## config.mk

```make
export PLATFORM = sky130hd
export DESIGN_NAME = req_burst_reader
export DESIGN_NICKNAME = d
export VERILOG_FILES = /design/src/rtl/req_burst_reader.sv
export SDC_FILE = /design/constraint.sdc
export NUM_CORES = 1
export LEC_CHECK = 0
export CORE_ASPECT_RATIO = 0.8
export CORE_MARGIN = 5
export CORE_UTILIZATION = 40
export DETAILED_ROUTE_END_ITERATION = 10
export GPL_TIMING_DRIVEN = 0
export PLACE_DENSITY = 0.7
export RECOVER_POWER = 25
export SYNTH_ARGS = -nofsm -noshare
export SYNTH_HDL_FRONTEND = slang
export SYNTH_SLANG_ARGS = --single-unit
```

## constraint.sdc

```tcl
create_clock -name clk -period 4.64 [get_ports clk]
set_input_delay 0.464 -clock clk [delete_from_list [all_inputs] [get_ports clk]]
set_output_delay 0.464 -clock clk [all_outputs]
set_load 0.02 [all_outputs]
```

## src/rtl/req_burst_reader.sv

```systemverilog
// req_burst_reader: bus initiator that fetches a block of 32-bit words in
// line-aligned read bursts and presents them on a first-word-fall-through
// valid/ready output stream.
module req_burst_reader #(
  parameter int unsigned BURST      = 4,
  parameter int unsigned FIFO_DEPTH = 16,
  parameter int unsigned COUNT_W    = 20
) (
  input  logic               clk,
  input  logic               rstn,
  input  logic               start,
  input  logic [31:0]        base_addr,
  input  logic [COUNT_W-1:0] word_count,
  input  logic               abort,
  output logic               busy,
  output logic               done,
  output logic               req_valid,
  input  logic               req_ready,
  output logic [31:0]        req_addr,
  output logic [2:0]         req_len,
  output logic [3:0]         req_mask,
  output logic               req_we,
  output logic               write_valid,
  input  logic               read_valid,
  input  logic [31:0]        read_data,
  output logic               read_ack,
  output logic               out_valid,
  output logic [31:0]        out_data,
  input  logic               out_ready
);

  localparam int unsigned AW = $clog2(FIFO_DEPTH);
  localparam int unsigned CW = AW + 1;

  typedef enum logic [2:0] {
    S_IDLE,
    S_WAIT_SPACE,
    S_REQ,
    S_DATA,
    S_DRAIN
  } state_t;

  state_t             r_state;
  state_t             w_next;
  logic [31:0]        r_addr;
  logic [COUNT_W-1:0] r_rem;
  logic               r_abort_pend;
  logic [3:0]         r_beat_cnt;
  logic               r_done;

  logic [31:0]        r_mem [FIFO_DEPTH];
  logic [AW-1:0]      r_wr_ptr;
  logic [AW-1:0]      r_rd_ptr;
  logic [CW-1:0]      r_count;

  logic [3:0]         w_off;
  logic [3:0]         w_room;
  logic [3:0]         w_beats;
  logic [CW-1:0]      w_free;
  logic               w_space_ok;
  logic               w_last_beat;
  logic               w_push;
  logic               w_pop;
  logic               w_flush;
  logic               w_start_ok;
  logic               w_unused;

  // Byte-lane bits of the base address carry no information for word fetches.
  assign w_unused = ^base_addr[1:0];

  // Burst sizing: stop at the end of the current BURST-word line or at the
  // end of the block, whichever comes first.
  assign w_off   = 4'(r_addr[31:2] % 30'(BURST));
  assign w_room  = 4'(BURST) - w_off;
  assign w_beats = (COUNT_W'(w_room) > r_rem) ? 4'(r_rem) : w_room;

  assign w_free      = CW'(FIFO_DEPTH) - r_count;
  assign w_space_ok  = (w_free >= CW'(w_beats));
  assign w_last_beat = read_valid && (r_beat_cnt == (w_beats - 4'd1));
  assign w_push      = (r_state == S_DATA) && read_valid;
  assign w_pop       = (r_count != '0) && out_ready;
  assign w_flush     = (r_state == S_DRAIN) && r_abort_pend;
  assign w_start_ok  = (r_state == S_IDLE) && start;

  // State register.
  always_ff @(posedge clk or negedge rstn) begin
    if (!rstn) r_state <= S_IDLE;
    else       r_state <= w_next;
  end

  // Next-state decode.
  always_comb begin
    w_next = r_state;
    case (r_state)
      S_IDLE: begin
        if (start && (word_count != '0)) w_next = S_WAIT_SPACE;
      end
      S_WAIT_SPACE: begin
        if (r_abort_pend)    w_next = S_DRAIN;
        else if (w_space_ok) w_next = S_REQ;
      end
      S_REQ: begin
        if (req_ready) w_next = S_DATA;
      end
      S_DATA: begin
        if (w_last_beat) begin
          if ((r_rem == COUNT_W'(w_beats)) || r_abort_pend) w_next = S_DRAIN;
          else                                               w_next = S_WAIT_SPACE;
        end
      end
      S_DRAIN: begin
        if (r_abort_pend || (r_count == '0)) w_next = S_IDLE;
      end
      default: w_next = S_IDLE;
    endcase
  end

  // Transfer bookkeeping: address, remaining words, beat count, abort, done.
  always_ff @(posedge clk or negedge rstn) begin
    if (!rstn) begin
      r_addr       <= '0;
      r_rem        <= '0;
      r_abort_pend <= 1'b0;
      r_beat_cnt   <= '0;
      r_done       <= 1'b0;
    end else begin
      r_done <= (w_start_ok && (word_count == '0)) ||
                ((r_state == S_DRAIN) && (w_next == S_IDLE));
      if (w_start_ok) begin
        r_addr       <= {base_addr[31:2], 2'b00};
        r_rem        <= word_count;
        r_abort_pend <= 1'b0;
      end else if (abort && (r_state != S_IDLE)) begin
        r_abort_pend <= 1'b1;
      end
      if (w_push) begin
        if (w_last_beat) begin
          r_beat_cnt <= '0;
          r_addr     <= r_addr + {26'd0, w_beats, 2'b00};
          r_rem      <= r_rem - COUNT_W'(w_beats);
        end else begin
          r_beat_cnt <= r_beat_cnt + 4'd1;
        end
      end
    end
  end

  // FIFO pointers and occupancy; an abort flush empties it in one cycle.
  always_ff @(posedge clk or negedge rstn) begin
    if (!rstn) begin
      r_wr_ptr <= '0;
      r_rd_ptr <= '0;
      r_count  <= '0;
    end else if (w_flush) begin
      r_wr_ptr <= '0;
      r_rd_ptr <= '0;
      r_count  <= '0;
    end else begin
      if (w_push) r_wr_ptr <= r_wr_ptr + 1'b1;
      if (w_pop)  r_rd_ptr <= r_rd_ptr + 1'b1;
      case ({w_push, w_pop})
        2'b10:   r_count <= r_count + 1'b1;
        2'b01:   r_count <= r_count - 1'b1;
        default: r_count <= r_count;
      endcase
    end
  end

  // FIFO storage; space for every beat was reserved before the request.
  always_ff @(posedge clk) begin
    if (w_push) r_mem[r_wr_ptr] <= read_data;
  end

  assign busy        = (r_state != S_IDLE);
  assign done        = r_done;
  assign req_valid   = (r_state == S_REQ);
  assign req_addr    = req_valid ? r_addr : '0;
  assign req_len     = req_valid ? 3'(w_beats - 4'd1) : '0;
  assign req_mask    = 4'hF;
  assign req_we      = 1'b0;
  assign write_valid = 1'b0;
  assign read_ack    = (r_state == S_DATA) && read_valid;
  assign out_valid   = (r_count != '0);
  // Empty FIFO shows zero data so the stream idles at a defined value.
  assign out_data    = out_valid ? r_mem[r_rd_ptr] : '0;

endmodule

```

# Word level (Yosys, flattened, before mapping)
# Memories as Yosys holds them, arrays and structs flattened.
# Cells that the tools add are included.
# op_classes
n_addsub	10
order_cmp	2
n_eq_ne	8
muxes	29
n_reduce_logical	23
# ops
cell	count
two-way mux 32 bit	5
two-way mux 20 bit	3
adder 32 x 6 -> 32 bit	1
two-way mux 3 bit	8
two-way mux 4 bit	6
== test 20 x 4 -> 1 bit	1
> comparator 4 x 20 -> 1 bit	1
zero test 20 bit	1
nonzero test 20 bit	1
subtractor 20 x 4 -> 20 bit	1
one-hot mux 3 bit (5 select lines)	1
adder 4 x 1 -> 4 bit, second input constant	3
one-hot mux 5 bit (2 select lines)	1
logical AND 1 bit	9
== test 3 x 2 -> 1 bit, second input constant	2
zero test 3 bit	2
nonzero test 2 bit	3
nonzero test 3 bit	2
adder 5 x 1 -> 5 bit, second input constant	1
>= comparator 5 x 4 -> 1 bit	1
zero test 5 bit	1
two-way mux 5 bit	1
nonzero test 5 bit	1
subtractor 5 x 1 -> 5 bit, second input constant	1
other kinds (10)	15
# word_totals
reg_bits	74
mem_bits_rw	512
in_bits	91
out_inout_bits	78
wordCells	82
n_memories	1
# memory_table
memory	depth	word_bits	read_ports	rd_clocked_by_memory_dff	write_ports	line	source
r_mem	16	32	1	0	1	51	logic [31:0] r_mem [FIFO_DEPTH];

# Logic depth before layout (Yosys ltp)
# depth
word_depth	11
depth_mapped	19
mapped_depth_nobuf	19

# Worst setup path before layout
# Ideal clock, no wire load.
# synth_path
kind	register to register
startpoint	register r_state[0]
endpoint	memory r_mem[0][0] (enable)
arrival_ns	4.122
path_slack_ns	0.017
stages_incl_launch_ff	5
cell_sequence	dfrtp_1 nor2b_1 nand3_1 clkbuf_1 nor4_1
# synth_via
elab_chain_cells	4
# synth_lines
item	line	source
start: declaration	43	state_t r_state;
start signal: assignment	88	else r_state <= w_next;
== test 3 x 2 -> 1 bit	80	assign w_push = (r_state == S_DATA) && read_valid;
logical AND 1 bit	80	
two-way mux 1 bit	171	if (w_push) r_mem[r_wr_ptr] <= read_data;
two-way mux 1 bit (implied by the code)	171	
end: declaration	51	
# No other way between the ends.

# Worst setup path in the final report
# layout_path
startpoint	register r_rd_ptr[0]
endpoint	output out_data[16]
# layout_via
elab_chain_cells	2
# layout_lines
item	line	source
start: declaration	53	logic [AW-1:0] r_rd_ptr;
start signal: assignment	160	if (w_pop) r_rd_ptr <= r_rd_ptr + 1'b1;
memory read (16 x 32 bit)	n/a	
two-way mux 32 bit	185	assign out_data = out_valid ? r_mem[r_rd_ptr] : '0;
end: declaration	28	output logic [31:0] out_data,
# No other way between the ends.

==> results.yml <==
run_status:
  status: "finished, final reports clean"
yosys:
  synthCells: 1398
  syn_area_per_cell_sq_um: 17.7
  async_flop_share_pct: 12.6
  yosysTopAreaCellShare_pct: 62.0
  netlist.top_cell.by_area: "edfxtp_1"
  synth_top_cells_by_area: "edfxtp_1, mux4_2, dfrtp_1"
  yosysSeqAreaShare_pct: 69.5
  synthDistinctLibCells: 65
  synth_seq_cells: 586
  ys.flop_type: "edfxtp_1"
  synth-edff-count: 512
  yosys.cell_count.top_type: "edfxtp_1"
  yosys_warnings: 0
  synth_common_cells: "edfxtp_1, mux4_2, dfrtp_1"
  synth_area_sq_mm: 0.0248
floorplanning:
  die_y_um: 233
  die_w_um: 288
  placementRows: 81
  io_pins: 169
  initial_utilization_pct: 40.5
  core-area_sq_mm: 0.0612
  die_area_sq_mm: 0.0671
clocking:
  cts-htree-levels: 2
  path_clk_slew_ns: 0.06
  cts_root_buf: "clkbuf_16"
  cts_tree: "done"
  clk_path_buf_depth: 3
  clkLatencyLatePin_ns: 0.62
  cts_inserted_buffers: 58
  cts_sinks: 586
power_and_ir_drop:
  seqPwrFrac_pct: 36.2
  power.internal_uw: 11900
  p_switching_uw: 5990
  pwr-share-clk_pct: 25.3
  finalPower_uw: 17900
  comb_power_share_pct: 38.5
  max-vdd-ir-drop_mv: 0.402
  powerDensity_mw_per_mm2: 597
  p_sw_share_pct: 33.4
  p_leak_uw: 0.00995
place:
  placed_cells: 2441
  numPortBuffers: 160
  place_congestion: 0.906
  place_hpwl_um: 41100
  place_ws_ns: -0.246
timing:
  fmax_mhz: 223
  period_needed_ns: 4.49
  setup_viol: 0
  setup_ws_ns: 0.154
  finalClockSkew_ns: 0.0204
  rsz0062_at_grt: "yes"
  tns_ns: 0
  slew_violations: 0
  post-route-period-util_pct: 96.7
  max_slew.worst_pin.slew_ns: 1.47
  hold_viol: 0
  max-slew-margin-rel_pct: 1.82
worst_setup_path:
  critical_path_arrival_ns: 4.02
  slowest_stage: "mux4_2"
  path_cells: "clkbuf_1, clkbuf_1, clkdlybuf4s18_2, mux4_2, mux4_2, and2_1, clkdlybuf4s50_1"
  required_ns: 4.18
  cp-start-kind: "register"
  path_max_fanout: 10
  critPathBufInv: 4
  crit_path_max_incr_delay_ns: 0.58
  critPathKind: "register to primary output"
  crit_path_end_kind: "primary output"
  critical-path-top-delay-family: "buffers and inverters"
worst_hold_path:
  min_path_type: "input port to register"
grt:
  grt_overflow: 0
  grt_max_degree: 56
  grt_pass1_wl_um: 91700
  grt_pass1_vias: 14600
  track_usage_pct: 18.2
  grt_antenna_before_repair: 7
final_layout:
  nNetsFinal: 1796
  fillers: 5014
  instances_no_fill: 2555
  drive_gt1_share_pct: 21.4
  syn2layout_area_growth_pct: 21.2
drt:
  firstDrtPassIters: 5
  first_iter_violations: 1627
  vias: 14400
  wl_per_cell_um: 23.9
  viasPerCell: 5.62
  post-route-drc-count: 0
  ant_nets: 0
  wirelength_um: 61200
run:
  cap_violations: 0
## per-layer routing
metal / GRT usage, % / wire length [um] / share of wire (%) / up-vias
li1: - / - / - / 6145
met5: 0 / 13 / 0.021 / -
met2: 29.3 / 29800 / 49 / 582
met1: 25.7 / 25500 / 42 / 7551
met3: 3.43 / 4670 / 7.6 / 82
met4: 4.55 / 1190 / 2.0 / 2
## power groups by stage
stage / logic, uW / registers [uW] / clock network, uW
final: 6910 / 6480 / 4530
after global routing: 7440 / 6530 / 4830
after CTS: 6970 / 6460 / 4610
after detailed placement: 6870 / 6560 / 0
after global placement: 6690 / 6550 / 0
after floorplan: 4510 / 6450 / 0
## layout by cell type (no fill, tap or decap), drive strengths merged, types with 18 or more instances in the layout
| cell type | count |
|---|---|
| dlygate4sd3 | 21 |
| nor2 | 57 |
| clkdlybuf4s50 | 137 |
| o21ai | 29 |
| nand2 | 46 |
| clkbuf | 133 |
| nand3 | 25 |
| ha | 27 |
| buf | 81 |
| mux4 | 160 |
| and2 | 73 |
| edfxtp | 512 |
| a21oi | 54 |
| inv | 44 |
| o21a | 30 |
| and3 | 18 |
| dfrtp | 74 |
## tightest hold or removal path, stage by stage
cell and delay, ns:
clkdlybuf4s50_1 0.42, o32ai_1 0.12, a21oi_1 0.05
## metrics by stage
step / instance area [sq um] / util (%) / hold WS [ns]
floorplan: 24800 / - / 0.168
global placement: 27400 / 44.8 / 0.466
detailed placement: 28000 / 45.8 / 0.389
CTS: 30000 / 49.0 / 0.270
global route: 30000 / 49.0 / 0.475
finish: 30000 / 49.0 / 0.476
## worst paths after layout
path / start / depth (start not counted) / slack, ns / to
min in group asynchronous: rstn / 2 / 0.73 / r_addr[2]$_DFF_PN0_
worst min-delay path: base_addr[16] / 3 / 0.48 / r_addr[16]$_DFF_PN0_
max in group asynchronous: rstn / 2 / 2.95 / r_addr[3]$_DFF_PN0_
worst max register to register: r_addr[2]$_DFF_PN0_ / 19 / 0.19 / r_rem[18]$_DFF_PN0_
worst max-delay path: r_rd_ptr[0]$_DFFE_PN0P_ / 7 / 0.15 / out_data[16]
worst min register to register: r_addr[0]$_DFFE_PN0P_ / 1 / 0.48 / r_addr[0]$_DFFE_PN0P_
## kinds of logic after synthesis
family,share of synthesized area [%]
compound gates,5.00
xor+xnor,0.672
fa+ha+maj,1.61
buf+inv,2.16
flops,69.5
mux,14.8
other cells,0.0303
simple gates,6.23
## cell type report
| type | count | area [sq um] | area share (%) |
|---|---|---|---|
| Antenna cell | 4 | 10.0 | 0.0333 |
| Buffer | 80 | 400 | 1.33 |
| Clock buffer | 83 | 1600 | 5.31 |
| Clock inverter | 23 | 234 | 0.779 |
| Inverter | 41 | 154 | 0.513 |
| Multi-Input combinational cell | 695 | 7200 | 24.0 |
| Sequential cell | 586 | 17200 | 57.4 |
| Tap cell | 830 | 1040 | 3.46 |
| Timing Repair Buffer | 213 | 2160 | 7.19 |
## state kept, by name (all words and copies together), names as in the netlist
register and flops:
r_count 5, r_addr 32, r_abort_pend 1, r_beat_cnt 4, r_rem 20, r_wr_ptr 4
r_state 3, done 1, r_rd_ptr 4, r_mem 512
## repair_timing
item / in CTS / in global routing
hold buffers: 1 / 0
gates resized for setup: 35 / 29
endpoints found under the hold margin: 19 / 0
pin swaps: 1 / 1
cloned: 0 / 0
setup buffers: 4 / 1
endpoints found under the setup margin: 44 / 52
Note: power is estimated with default switching activity, not from simulation.
